`src/rtl/regfile_arbiter_if.sv`:
```
// Requester-side bus of the register-file arbiter.
// Flattened per-requester slices; the arbiter sits on the slave side.
interface regfile_arbiter_if #(
    parameter int N_REQ  = 4,
    parameter int ADDR_W = 5,
    parameter int DATA_W = 32
);
    logic [N_REQ-1:0]        req;
    logic [N_REQ-1:0]        wr;
    logic [N_REQ*ADDR_W-1:0] addr;
    logic [N_REQ*DATA_W-1:0] wdata;
    logic [N_REQ-1:0]        ack;
    logic [DATA_W-1:0]       rdata;
    logic [N_REQ-1:0]        gnt;
    logic                    busy;

    modport master (
        output req, wr, addr, wdata,
        input  ack, rdata, gnt, busy
    );

    modport slave (
        input  req, wr, addr, wdata,
        output ack, rdata, gnt, busy
    );
endinterface

```
`src/rtl/regfile_arbiter.sv`:
```
// Round-robin arbiter that serialises requester accesses onto a
// single-port register file; three cycles per access (IDLE/ACCESS/ACK).
module regfile_arbiter #(
    parameter int N_REQ  = 4,
    parameter int IDX_W  = 2,
    parameter int ADDR_W = 5,
    parameter int DATA_W = 32
) (
    input  logic              clk,
    input  logic              reset,
    regfile_arbiter_if.slave  bus,
    output logic [ADDR_W-1:0] rf_addr,
    output logic [DATA_W-1:0] rf_d_in,
    output logic              rf_we_,
    input  logic [DATA_W-1:0] rf_d_out
);
    typedef enum logic [1:0] {
        IDLE,
        ACCESS,
        ACK
    } state_e;

    state_e            state_q, state_d;
    logic [IDX_W-1:0]  ptr_q, ptr_d;
    logic [IDX_W-1:0]  gidx_q, gidx_d;
    logic [N_REQ-1:0]  ack_q, ack_d;
    logic [N_REQ-1:0]  gnt_q, gnt_d;
    logic              busy_q, busy_d;
    logic [DATA_W-1:0] rdata_q, rdata_d;
    logic [ADDR_W-1:0] rf_addr_q, rf_addr_d;
    logic [DATA_W-1:0] rf_d_in_q, rf_d_in_d;
    logic              rf_we_q, rf_we_d;

    logic [ADDR_W-1:0] addr_a  [N_REQ];
    logic [DATA_W-1:0] wdata_a [N_REQ];

    for (genvar i = 0; i < N_REQ; i++) begin : g_slice
        assign addr_a[i]  = bus.addr[i*ADDR_W +: ADDR_W];
        assign wdata_a[i] = bus.wdata[i*DATA_W +: DATA_W];
    end

    logic             found;
    logic [IDX_W-1:0] win;
    logic [IDX_W-1:0] cand_i;
    int               cand;

    // Search starts just after the last winner, so it drops to lowest priority.
    always_comb begin
        found  = 1'b0;
        win    = '0;
        cand   = 0;
        cand_i = '0;
        for (int k = 1; k <= N_REQ; k++) begin
            cand   = (int'(ptr_q) + k) % N_REQ;
            cand_i = IDX_W'(cand);
            if (!found && bus.req[cand_i]) begin
                found = 1'b1;
                win   = cand_i;
            end
        end
    end

    always_comb begin
        state_d   = state_q;
        ptr_d     = ptr_q;
        gidx_d    = gidx_q;
        ack_d     = '0;
        gnt_d     = gnt_q;
        busy_d    = busy_q;
        rdata_d   = rdata_q;
        rf_addr_d = rf_addr_q;
        rf_d_in_d = rf_d_in_q;
        rf_we_d   = 1'b1;
        unique case (state_q)
            IDLE: begin
                if (found) begin
                    state_d   = ACCESS;
                    gidx_d    = win;
                    ptr_d     = win;
                    rf_addr_d = addr_a[win];
                    if (bus.wr[win]) begin
                        rf_d_in_d = wdata_a[win];
                    end
                    rf_we_d   = ~bus.wr[win];
                    gnt_d     = N_REQ'(1) << win;
                    busy_d    = 1'b1;
                end
            end
            ACCESS: begin
                // rf_we_q high marks a read; capture the combinational output.
                if (rf_we_q) begin
                    rdata_d = rf_d_out;
                end
                ack_d   = N_REQ'(1) << gidx_q;
                state_d = ACK;
            end
            ACK: begin
                state_d = IDLE;
                gnt_d   = '0;
                busy_d  = 1'b0;
            end
            default: begin
                state_d = IDLE;
                gnt_d   = '0;
                busy_d  = 1'b0;
            end
        endcase
    end

    always_ff @(posedge clk) begin
        if (reset) begin
            state_q   <= IDLE;
            ptr_q     <= IDX_W'(N_REQ - 1);
            gidx_q    <= '0;
            ack_q     <= '0;
            gnt_q     <= '0;
            busy_q    <= 1'b0;
            rdata_q   <= '0;
            rf_addr_q <= '0;
            rf_d_in_q <= '0;
            rf_we_q   <= 1'b1;
        end else begin
            state_q   <= state_d;
            ptr_q     <= ptr_d;
            gidx_q    <= gidx_d;
            ack_q     <= ack_d;
            gnt_q     <= gnt_d;
            busy_q    <= busy_d;
            rdata_q   <= rdata_d;
            rf_addr_q <= rf_addr_d;
            rf_d_in_q <= rf_d_in_d;
            rf_we_q   <= rf_we_d;
        end
    end

    assign bus.ack   = ack_q;
    assign bus.gnt   = gnt_q;
    assign bus.busy  = busy_q;
    assign bus.rdata = rdata_q;
    assign rf_addr   = rf_addr_q;
    assign rf_d_in   = rf_d_in_q;
    assign rf_we_    = rf_we_q;
endmodule

```
`src/flat_wrapper.sv`:
```
// flat-port wrapper written by rule: the top's interface ports become plain ports
module regfile_arbiter_flat 
#(
    parameter int N_REQ  = 4,
    parameter int IDX_W  = 2,
    parameter int ADDR_W = 5,
    parameter int DATA_W = 32
)
  (clk, reset, rf_addr, rf_d_in, rf_we_, rf_d_out, bus_req, bus_wr, bus_addr, bus_wdata, bus_ack, bus_rdata, bus_gnt, bus_busy);
  regfile_arbiter_if #(.N_REQ(N_REQ), .ADDR_W(ADDR_W), .DATA_W(DATA_W)) bus_i ();
  input  logic clk;
  input  logic reset;
  output logic [ADDR_W-1:0] rf_addr;
  output logic [DATA_W-1:0] rf_d_in;
  output logic rf_we_;
  input  logic [DATA_W-1:0] rf_d_out;
  input wire logic [$bits(bus_i.req)-1:0] bus_req;
  input wire logic [$bits(bus_i.wr)-1:0] bus_wr;
  input wire logic [$bits(bus_i.addr)-1:0] bus_addr;
  input wire logic [$bits(bus_i.wdata)-1:0] bus_wdata;
  output wire logic [$bits(bus_i.ack)-1:0] bus_ack;
  output wire logic [$bits(bus_i.rdata)-1:0] bus_rdata;
  output wire logic [$bits(bus_i.gnt)-1:0] bus_gnt;
  output wire logic [$bits(bus_i.busy)-1:0] bus_busy;
  assign bus_i.req = bus_req;
  assign bus_i.wr = bus_wr;
  assign bus_i.addr = bus_addr;
  assign bus_i.wdata = bus_wdata;
  assign bus_ack = bus_i.ack;
  assign bus_rdata = bus_i.rdata;
  assign bus_gnt = bus_i.gnt;
  assign bus_busy = bus_i.busy;
  regfile_arbiter #(.N_REQ(N_REQ), .IDX_W(IDX_W), .ADDR_W(ADDR_W), .DATA_W(DATA_W)) u_core (.clk(clk), .reset(reset), .bus(bus_i), .rf_addr(rf_addr), .rf_d_in(rf_d_in), .rf_we_(rf_we_), .rf_d_out(rf_d_out));
endmodule
```
`config.mk`:
```
export PLATFORM = sky130hd
export DESIGN_NAME = regfile_arbiter_flat
export DESIGN_NICKNAME = d
export VERILOG_FILES = /design/src/rtl/regfile_arbiter_if.sv /design/src/rtl/regfile_arbiter.sv /design/src/flat_wrapper.sv
export SDC_FILE = /design/constraint.sdc
export NUM_CORES = 1
export LEC_CHECK = 0
export CELL_PAD_IN_SITES_DETAIL_PLACEMENT = 0
export CELL_PAD_IN_SITES_GLOBAL_PLACEMENT = 1
export CORE_ASPECT_RATIO = 1.1
export CORE_MARGIN = 5
export CORE_UTILIZATION = 26
export DETAILED_ROUTE_END_ITERATION = 8
export PLACE_DENSITY = 0.87
export SETUP_SLACK_MARGIN = 0.3
export SLEW_MARGIN = 20
export SYNTH_ARGS = -nofsm -noshare
export SYNTH_HDL_FRONTEND = slang
export SYNTH_SLANG_ARGS = --single-unit
```
`constraint.sdc`:
```
create_clock -name clk -period 2.8 [get_ports clk]
set_input_delay 0.7 -clock clk [delete_from_list [all_inputs] [get_ports clk]]
set_output_delay 0.7 -clock clk [all_outputs]
set_load 0.01 [all_outputs]
```
## Yosys cells after proc, flatten, opt, wreduce, memory -nomap -nowiden

Index checks and enable logic that the tools add are counted.

- Bits in latches: 0
- Input port bits: 190
- Flip-flop bits (word level): 85
- Memories: 0
- Bits in read-only memories: 0
- Output and inout bits: 79
- Logic and storage cells: 72
- RAM bits: 0

- Shift operators: 2
- Equality and inequality tests: 2
- Muxes and demuxes: 30
- Multipliers: 0
- Reduce and logical (&&, ||, !) cells: 13
- Bitwise logic cells: 5
- Add/sub/neg operators: 4
- Order comparisons: 6
- Divide/modulo/power cells: 0

Operators with widths:

| kind | count |
|---|---|
| $bmux W32 S2 | 1 |
| $mux W32 | 2 |
| $lt A2 B3 Y1 const B | 5 |
| $bmux W1 S2 | 5 |
| $bmux W5 S2 | 1 |
| $mux W1 | 10 |
| $mux W2 | 5 |
| $mux W5 | 2 |
| $pmux W4 S2 | 1 |
| $shl A1 B2 Y4 const A | 2 |
| $reduce_and A2 Y1 | 3 |
| $add A2 B1 Y2 const B | 2 |
| $add A2 B2 Y2 const B | 2 |
| $mux W4 | 1 |
| $not A1 Y1 | 4 |
| $pmux W2 S2 | 1 |
| $ge A3 B3 Y1 const B | 1 |
| $logic_and A1 B1 Y1 | 3 |
| $logic_not A1 Y1 | 3 |
| $not A2 Y3 | 1 |
| $reduce_and A3 Y1 | 1 |
| $reduce_or A3 Y1 | 1 |
| $eq A2 B1 Y1 const B | 1 |
| $logic_not A2 Y1 | 1 |
| 3 further kinds | 3 |

## Longest topological paths before layout

Gate-level depths: netlist of run 1.

- Word-level depth: 17
- Gate-level depth with buffers: 9
- Mapped depth without buffers: 6

## Worst setup path before layout of run 1

No wires, ideal clock.

- Path kind: input to register
- Start: input bus_req[1]
- End: register u_core.rf_d_in_q[0] (netlist: u_core.rf_d_in[0])
- Buffers on the path: 1
- Data required time: 2.668 ns
- Setup slack: 0.482 ns
- Stages: 7
- Arrival time: 2.186 ns
- Setup time: 0.132 ns
- Cells stage by stage: or2b_1 > a21oi_1 > a211oi_4 > buf_4 > mux4_1 > nand3b_1 > a21oi_1

- Longest elaborated chain between the ends: 16
- Elaborated cells between the ends (all ways): 29
- Those cells by class: mux: 21; bitwise: 1; reduce/logical: 7

RTL lines:

| item | RTL line | text |
|---|---|---|
| start: declaration | flat_wrapper.sv:17 | `input wire logic [$bits(bus_i.req)-1:0] bus_req;` |
| $bmux W1 S2 | regfile_arbiter.sv:56 | `if (!found && bus.req[cand_i]) begin` |
| $mux W1 (implied by the code) | regfile_arbiter.sv:56 |  |
| $mux W1 | regfile_arbiter.sv:56 |  |
| $logic_not A1 Y1 | regfile_arbiter.sv:56 |  |
| $logic_and A1 B1 Y1 | regfile_arbiter.sv:56 |  |
| $mux W1 | regfile_arbiter.sv:56 |  |
| $logic_not A1 Y1 | regfile_arbiter.sv:56 |  |
| $logic_and A1 B1 Y1 | regfile_arbiter.sv:56 |  |
| $mux W1 | regfile_arbiter.sv:56 |  |
| $logic_not A1 Y1 | regfile_arbiter.sv:56 |  |
| $logic_and A1 B1 Y1 | regfile_arbiter.sv:56 |  |
| $mux W2 | regfile_arbiter.sv:56 |  |
| $not A2 Y3 (implied by the code) | regfile_arbiter.sv:82 | `rf_d_in_d = wdata_a[win];` |
| $bmux W32 S2 | regfile_arbiter.sv:82 |  |
| $mux W32 (implied by the code) (2 in a row) | regfile_arbiter.sv:82 |  |
| end signal: assignment | regfile_arbiter.sv:131 | `rf_d_in_q <= rf_d_in_d;` |
| end: declaration | regfile_arbiter.sv:31 | `logic [DATA_W-1:0] rf_d_in_q, rf_d_in_d;` |

Parallel ways exist; a longest one is shown, timed or not. The select of a mux whose other input is x is not followed.
A chain may end at the register's enable or synchronous reset.

## Final worst setup path of run 1

- Start: input bus_req[1]
- End: register u_core.rf_addr_q[2] (netlist: u_core.rf_addr[2])

- Longest elaborated chain between the ends: 16
- Elaborated cells between the ends (all ways): 27
- Those cells by class: mux: 19; bitwise: 1; reduce/logical: 7

RTL lines:

| item | RTL line | text |
|---|---|---|
| $bmux W1 S2 | regfile_arbiter.sv:56 |  |
| $mux W1 (implied by the code) | regfile_arbiter.sv:56 |  |
| $mux W1 | regfile_arbiter.sv:56 |  |
| $logic_not A1 Y1 | regfile_arbiter.sv:56 |  |
| $logic_and A1 B1 Y1 | regfile_arbiter.sv:56 |  |
| $mux W1 | regfile_arbiter.sv:56 |  |
| $logic_not A1 Y1 | regfile_arbiter.sv:56 |  |
| $logic_and A1 B1 Y1 | regfile_arbiter.sv:56 |  |
| $mux W1 | regfile_arbiter.sv:56 |  |
| $logic_not A1 Y1 | regfile_arbiter.sv:56 |  |
| $logic_and A1 B1 Y1 | regfile_arbiter.sv:56 |  |
| $mux W2 | regfile_arbiter.sv:56 |  |
| $not A2 Y3 (implied by the code) | regfile_arbiter.sv:80 | `rf_addr_d = addr_a[win];` |
| $bmux W5 S2 | regfile_arbiter.sv:80 |  |
| $mux W5 (implied by the code) (2 in a row) | regfile_arbiter.sv:80 |  |
| end signal: assignment | regfile_arbiter.sv:130 | `rf_addr_q <= rf_addr_d;` |
| end: declaration | regfile_arbiter.sv:30 | `logic [ADDR_W-1:0] rf_addr_q, rf_addr_d;` |

Parallel ways exist; a longest one is shown, timed or not. The select of a mux whose other input is x is not followed.

==> results of run 1 <==
## sequential cells by signal, indices dropped and copies added, names as in the netlist
signal            count
u_core.bus.ack        4
u_core.rf_we_         1
u_core.rf_d_in       32
u_core.rf_addr        5
u_core.bus.busy       1
u_core.gidx_q         2
u_core.bus.gnt        4
u_core.state_q        2
u_core.bus.rdata     32
u_core.ptr_q          2
## final timing paths
kind / from / end / slack [ns] / depth (start not counted)
worst max-delay path: bus_req[1] / u_core.rf_addr[2]$_SDFFE_PP0P_ / 0.40 / 10
worst min-delay path: u_core.bus.rdata[2]$_SDFFE_PP0P_ / u_core.bus.rdata[2]$_SDFFE_PP0P_ / 0.45 / 2
worst max register to register: u_core.ptr_q[0]$_SDFFE_PP1P_ / u_core.rf_d_in[16]$_SDFFE_PP0P_ / 0.64 / 8
worst min register to register: u_core.bus.rdata[2]$_SDFFE_PP0P_ / u_core.bus.rdata[2]$_SDFFE_PP0P_ / 0.45 / 2
## worst reg2reg max path: stages (launching register included)
cell	delay (ns)
dfxtp_1	0.37
nand2b_2	0.23
buf_4	0.16
a311oi_4	0.38
buf_4	0.19
buf_12	0.17
mux4_2	0.34
nand3b_1	0.10
a21oi_1	0.06
## kinds of logic after synthesis
family | Yosys count | synth area share, %
buffers and inverters | 43 | 5.40
muxes | 39 | 20.1
and+or+nand+nor | 153 | 18.2
DFF | 85 | 40.6
AOI/OAI and AO/OA | 119 | 15.6
## through the flow
stage / area, sq um / total power [mW] / TNS, ns / hold WS (ns)
floorplan: 4190 / 2.14 / 0 / 0.447
global placement: 7190 / 2.83 / -6.94 / 0.443
detailed placement: 7200 / 2.86 / -9.37 / 0.448
CTS: 7610 / 4.25 / 0 / 0.458
global route: 7670 / 4.44 / 0 / 0.477
finish: 7670 / 4.22 / 0 / 0.454
## power groups by stage
| stage | registers, mW | logic (mW) | clock network, mW |
|---|---|---|---|
| 6_report | 1.42 | 1.49 | 1.31 |
| 5_1_grt | 1.44 | 1.60 | 1.40 |
| 4_1_cts | 1.42 | 1.47 | 1.36 |
| 3_5_place_dp | 1.44 | 1.42 | 0 |
| 3_3_place_gp | 1.44 | 1.39 | 0 |
| 2_1_floorplan | 1.48 | 0.654 | 0 |
## cell type report
class | instances | area [sq um]
clock inverters | 7 | 105
inverters | 5 | 18.8
well taps | 200 | 250
clock buffers | 9 | 225
multi-input cells | 311 | 2300
fillers | 1456 | 8120
repair buffers | 300 | 3070
flip-flops and latches | 85 | 1700
## repair_timing
action,CTS,global route
setup buffers,3,0
setup endpoints to repair,36,36
resized for setup,10,9
pin swaps,2,3
cloned,1,2
hold buffers,0,0
## layer usage
layer  share of wire [%]  global-route usage (%)  wire [um]  vias up
met2                  53                    30.5       8550      159
met5                   0                       0          0        -
met4                 2.5                    6.28        409        0
met3                 7.3                    4.75       1190       29
li1                    -                       -          -     2130
met1                  38                    19.1       6110     2079
## cell usage in the layout (no fill, tap or decap), types with 3 or more instances in the layout
master	synthesis	layout
nand3b_1	33	33
mux2_2	4	4
a221o_1	4	3
dfxtp_1	85	85
a21oi_1	75	74
o21ai_0	15	11
o21ai_1	18	22
nor3b_1	3	3
nor3_1	8	7
or2_2	4	4
mux4_1	5	4
dlygate4sd2_1	0	3
nor2_1	17	16
mux4_2	29	30
nand2_1	77	77
clkdlybuf4s50_1	0	263
buf_12	0	6
buf_4	4	21
inv_1	5	5
clkbuf_16	0	11
==> impl_metrics.csv, run 1 <==
group,metric,value,unit
run_status,status,"complete, no violations",
clock_network,cts_buffers,9,
cells_and_area,area_growth,83.1,%
placed_design,dpl.hpwl,13000,um
clock_network,cts.sinks,85,
power,p_seq_share,33.6,%
sta,min_period_over_period,85.5,%
placed_design,numPortBuffers,268,
power,peakVddDrop,0.269,mV
yosys,syn-mean-instance-area,9.55,sq um
worst_setup_path,setup.worst_path.class,"primary input to flop",
sta,maxSlewHeadroom,49.2,%
floorplan,fp.dieH,143,um
worst_setup_path,crit_arrival,2.60,ns
sta,rsz0062_at_grt,"no",
yosys,yosys-top-cells-area,"dfxtp_1, mux4_2, a21oi_1",
clock_network,clock_latency,0.34,ns
job,drv_cap,0,
cells_and_area,diodes,0,
yosys,ys_seq_area_share,40.6,%
floorplan,core,15800,sq um
placed_design,place.gp.congestion,0.868,
power,switchingPower,1.19,mW
worst_setup_path,required,3.01,ns
yosys,synth_area_leader_cell,"dfxtp_1",
power,p_leak,2.77,nW
drt,dr.pass1.iters,6,
worst_setup_path,endpoint_kind,"flop",
placed_design,post-place-cells,895,
global_routing,grt_pass1_wl,24500,um
yosys,postSynthCellCount,439,
power,power_density,550,nW/um^2
drt,postRouteAntennaNets,0,
drt,drc_errors,0,
power,switching_share,28.2,%
sta,clock_skew,0.00827,ns
floorplan,rows,48,
drt,route.vias.total,4397,
global_routing,first_global_vias,4655,
floorplan,design.die.area,18800,sq um
clock_network,cts_tree,"built",
yosys,synth_most_common_cell,"dfxtp_1",
yosys,synth_seq_cells,85,
sta,slew_violations,0,
floorplan,ios,269,
global_routing,grt_start_max_net_pins,59,
worst_setup_path,worst_path_max_delay_cell,"mux4_2",
yosys,syn_area,4190,sq um
cells_and_area,drive_gt1_share,13.8,%
yosys,netlist.area_leader.share,40.6,%
power,power.internal,3.03,mW
power,p_clk_share,31.1,%
worst_setup_path,worst_setup_path_start_kind,"primary input",
clock_network,clockBufferDepth,2,
clock_network,htreeDepth,3,
global_routing,grt_overflow,0,
sta,period_minus_slack,2.40,ns
cells_and_area,fin_util,48.6,%
worst_setup_path,path_common_cell,"buf_4",
worst_setup_path,crit_chain,"dlygate4sd2_1 -> buf_4 -> nor2_1 -> nor3_1 -> a211oi_4 -> buf_12 -> buf_4 -> mux4_2 -> nand2_1 -> a21oi_1",
clock_network,root_buffer,"clkbuf_16",
worst_setup_path,cp_top_family,"buffers and inverters",
yosys,yosys_warnings,0,
placed_design,pre_cts_slack,-0.323,ns
sta,hold_violations,0,
sta,tightestPinTransition,0.762,ns
yosys,syn_nets,629,
cells_and_area,nets,902,
sta,layout_setup_ws,0.405,ns
global_routing,antenna_found_initial,0,
drt,wl_per_cell,17.7,um
floorplan,initial_core_util,26.5,%
cells_and_area,layoutNonFillerInstCount,917,
drt,viasPerCell,4.79,
global_routing,track_usage,17.0,%
floorplan,dieWidth,131,um
worst_setup_path,crit_fanout,7,
worst_setup_path,worstPathBufferInverterCount,4,
sta,finalSetupViolCount,0,
sta,fmax,0.418,GHz
yosys,synth_flop_cell,"dfxtp_1",
drt,drtIter0Drc,165,
yosys,synth-edff-count,0,
worst_setup_path,slowest_delay,0.53,ns
yosys,ys_top_cells_by_count,"dfxtp_1, nand2_1, a21oi_1",
hold_path,hp-class,"flop to flop",
power,power_frac_comb,35.3,%
yosys,synth.distinct_cells,37,
drt,routed_wl,16300,um
yosys,async_reset_ff_share,0,%
clock_network,clkTransAtPathRegs,0.06,ns
(Power assumes the default switching activity.)
==> run 2, diff against run 1 <==
- ABC_AREA: not set -> 1
- CORE_UTILIZATION: 26 -> 25
- SLEW_MARGIN: 20 -> not set
==> run 2 against run 1 <==
Effect of this change: global-route usage fell by 0.96 points; final cell count is 47% higher; die area up 17%; flip-flop and latch count unchanged.
==> impl_metrics.csv, run 2 <==
group,metric,value,unit
yosys,syn_nets,1023,
global_routing,track_usage,16.1,%
yosys,ys_seq_area_share,35.6,%
clock_network,clockBufferDepth,2,
worst_setup_path,r2r_cells,17,
yosys,yosys-top-cells-area,"nand2_1, dfxtp_1, nor2_1",
sta,period_minus_slack,2.26,ns
sta,maxSlewHeadroom,56.1,%
drt,dr.pass1.iters,4,
sta,tns,0,ns
run_status,status,"complete, no violations",
cells_and_area,nets,1285,
global_routing,antenna_found_initial,0,
cells_and_area,drive_gt1_share,7.00,%
drt,routed_wl,19100,um
yosys,ys_top_cells_by_count,"nand2_1, dfxtp_1, nor2_1",
clock_network,cts.sinks,85,
worst_setup_path,path_common_cell,"nand2_1",
sta,rsz0062_at_grt,"no",
global_routing,grt_pass1_wl,28300,um
yosys,syn_area,4780,sq um
hold_path,holdPathStages,2,
cells_and_area,fin_util,43.7,%
yosys,synth_most_common_cell,"nand2_1",
worst_setup_path,crit_fanout,8,
yosys,synth.distinct_cells,25,
drt,route.vias.total,5723,
worst_setup_path,crit_chain,"inv_2 -> nand2_1 -> nand2_1 -> nand2_2 -> nand2_2 -> nor2_4 -> nand3_4 -> nand2_4 -> nand2_8 -> nand2_1 -> nand2_1 -> nand2_4 -> nand3_4 -> clkbuf_16 -> nand2_1 -> nand2_1 -> nor2_1",
cells_and_area,layoutNonFillerInstCount,1347,
cells_and_area,diodes,0,
global_routing,first_global_vias,5403,
placed_design,placed_cell_area,7740,sq um
floorplan,design.die.area,22000,sq um
cells_and_area,final_common_cell,"nand2_1",
yosys,async_reset_ff_share,0,%
cells_and_area,final_cell_mix,"nand2_1, clkdlybuf4s50_1, dfxtp_1",
yosys,yosys_warnings,0,
power,power_density,1260,nW/um^2
cells_and_area,register_area,1700,sq um
cells_and_area,multi_input_area,2710,sq um
yosys,synth-edff-count,0,
placed_design,place.gp.congestion,0.805,
clock_network,clkTransAtPathRegs,0.07,ns
yosys,postSynthCellCount,833,
clock_network,cts_tree,"built",
sta,tightestPinTransition,0.658,ns
hold_path,hp-class,"flop to flop",
clock_network,root_buffer,"clkbuf_16",
yosys,syn-mean-instance-area,5.74,sq um
worst_setup_path,crit_arrival,2.54,ns
worst_setup_path,timing.rr.end,"u_core.rf_d_in[9]$_SDFFE_PP0P_",
sta,fmax,0.443,GHz
clock_network,htreeDepth,3,
drt,wl_per_cell,14.2,um
yosys,synth_flop_cell,"dfxtp_1",
sta,clock_skew,0.0114,ns
floorplan,dieWidth,142,um
drt,drc_errors,0,
clock_network,clock_latency,0.35,ns
worst_setup_path,endpoint_kind,"flop",
worst_setup_path,slowest_delay,0.48,ns
cells_and_area,area_growth,73.4,%
sta,finalSetupViolCount,0,
sta,min_period_over_period,80.6,%
drt,viasPerCell,4.25,
floorplan,ios,269,
sta,slew_violations,0,
worst_setup_path,worst_path_max_delay_cell,"dfxtp_1",
hold_path,worstHoldStart,"u_core.bus.rdata[13]$_SDFFE_PP0P_",
worst_setup_path,required,3.08,ns
floorplan,initial_core_util,25.2,%
worst_setup_path,r2r-start,"u_core.ptr_q[1]$_SDFFE_PP1P_",
placed_design,dpl.hpwl,13700,um
worst_setup_path,rrSetupSlack,0.54,ns
floorplan,fp.dieH,155,um
cells_and_area,fin_area,8300,sq um
placed_design,numPortBuffers,268,
floorplan,rows,53,
worst_setup_path,setup.worst_path.class,"flop to flop",
cells_and_area,num-fill-cells,2008,
sta,hold_violations,0,
floorplan,core,19000,sq um
yosys,synth_area_leader_cell,"nand2_1",
power,peakVddDrop,0.939,mV
global_routing,grt_start_max_net_pins,65,
yosys,netlist.area_leader.share,36.4,%
power,p_leak,3.92,nW
power,finalPower,10.5,mW
drt,drtIter0Drc,246,
hold_path,hold_end,"u_core.bus.rdata[13]$_SDFFE_PP0P_",
yosys,synth_seq_cells,85,
worst_setup_path,worst_setup_path_start_kind,"flop",
clock_network,cts_buffers,9,
job,drv_cap,0,
placed_design,post-place-cells,1322,
global_routing,grt_overflow,0,
drt,postRouteAntennaNets,0,
## run 2: cell types whose count changed after synthesis, sizes merged, moves of 28 or more
cell / change
nand3: +43
nand2: +392
nand3b: -32
mux4: -34
nor2: +69
a21oi: -39
o21ai: -28
inv: +46
## run 2: final cells by class
class | instances | share of cell area, %
Tap cell | 247 | 3.73
Sequential cell | 85 | 20.5
Multi-Input combinational cell | 650 | 32.7
Timing Repair Buffer | 298 | 37.0
Clock inverter | 7 | 0.980
Inverter | 51 | 2.34
Clock buffer | 9 | 2.71
## run 2: routing by layer
metal / up-vias / GRT usage (%) / routed length (um)
li1: 3047 / - / -
met1: 2489 / 19.0 / 7970
met2: 163 / 28.5 / 9580
met3: 24 / 3.44 / 1170
met4: 0 / 5.94 / 420
met5: - / 0 / 0
## run 2: what timing repair did
| item | 4_1_cts | 5_1_grt |
|---|---|---|
| setup endpoints to repair | 0 | 37 |
| buffers inserted | 0 | 2 |
| resized for setup | 0 | 29 |
| hold buffers | 0 | 0 |
## run 2: critical path: cells and delay by family, from the launching register on
kind | cells | cell delay (ns)
simple gates | 15 | 1.37
buf+inv | 2 | 0.33
flops | 1 | 0.48
## run 2: where the power goes
| part | switching, mW | internal [mW] | total (mW) |
|---|---|---|---|
| clock | 0.563 | 0.707 | 1.27 |
| sequential | 0.190 | 1.57 | 1.77 |
| combinational | 4.35 | 3.10 | 7.45 |
| total | 5.10 | 5.38 | 10.5 |
## run 2: metrics by stage
stage / hold slack (ns) / setup slack (ns)
CTS: 0.462 / 0.335
finish: 0.460 / 0.543
global placement: 0.448 / 0.0363
detailed placement: 0.450 / -0.0285
global route: 0.476 / 0.302
floorplan: 0.426 / 0.703
## run 2: cells by family after synthesis
kind of cell    Yosys count  synth area share, %
simple gates            602                 49.6
buf+inv                  99                 9.52
compound gates           47                 5.33
flops                    85                 35.6
## run 2: worst max-delay path by stage
stage,start,end,cells past startpoint
2_1_floorplan,bus_req[2],u_core.rf_d_in[12]$_SDFFE_PP0P_,18
3_3_place_gp,bus_req[2],u_core.rf_d_in[5]$_SDFFE_PP0P_,16
3_5_place_dp,bus_req[2],u_core.rf_d_in[9]$_SDFFE_PP0P_,17
4_1_cts,bus_req[2],u_core.rf_d_in[9]$_SDFFE_PP0P_,17
5_1_grt,u_core.ptr_q[1]$_SDFFE_PP1P_,u_core.rf_d_in[18]$_SDFFE_PP0P_,17
6_report,u_core.ptr_q[1]$_SDFFE_PP1P_,u_core.rf_d_in[9]$_SDFFE_PP0P_,17
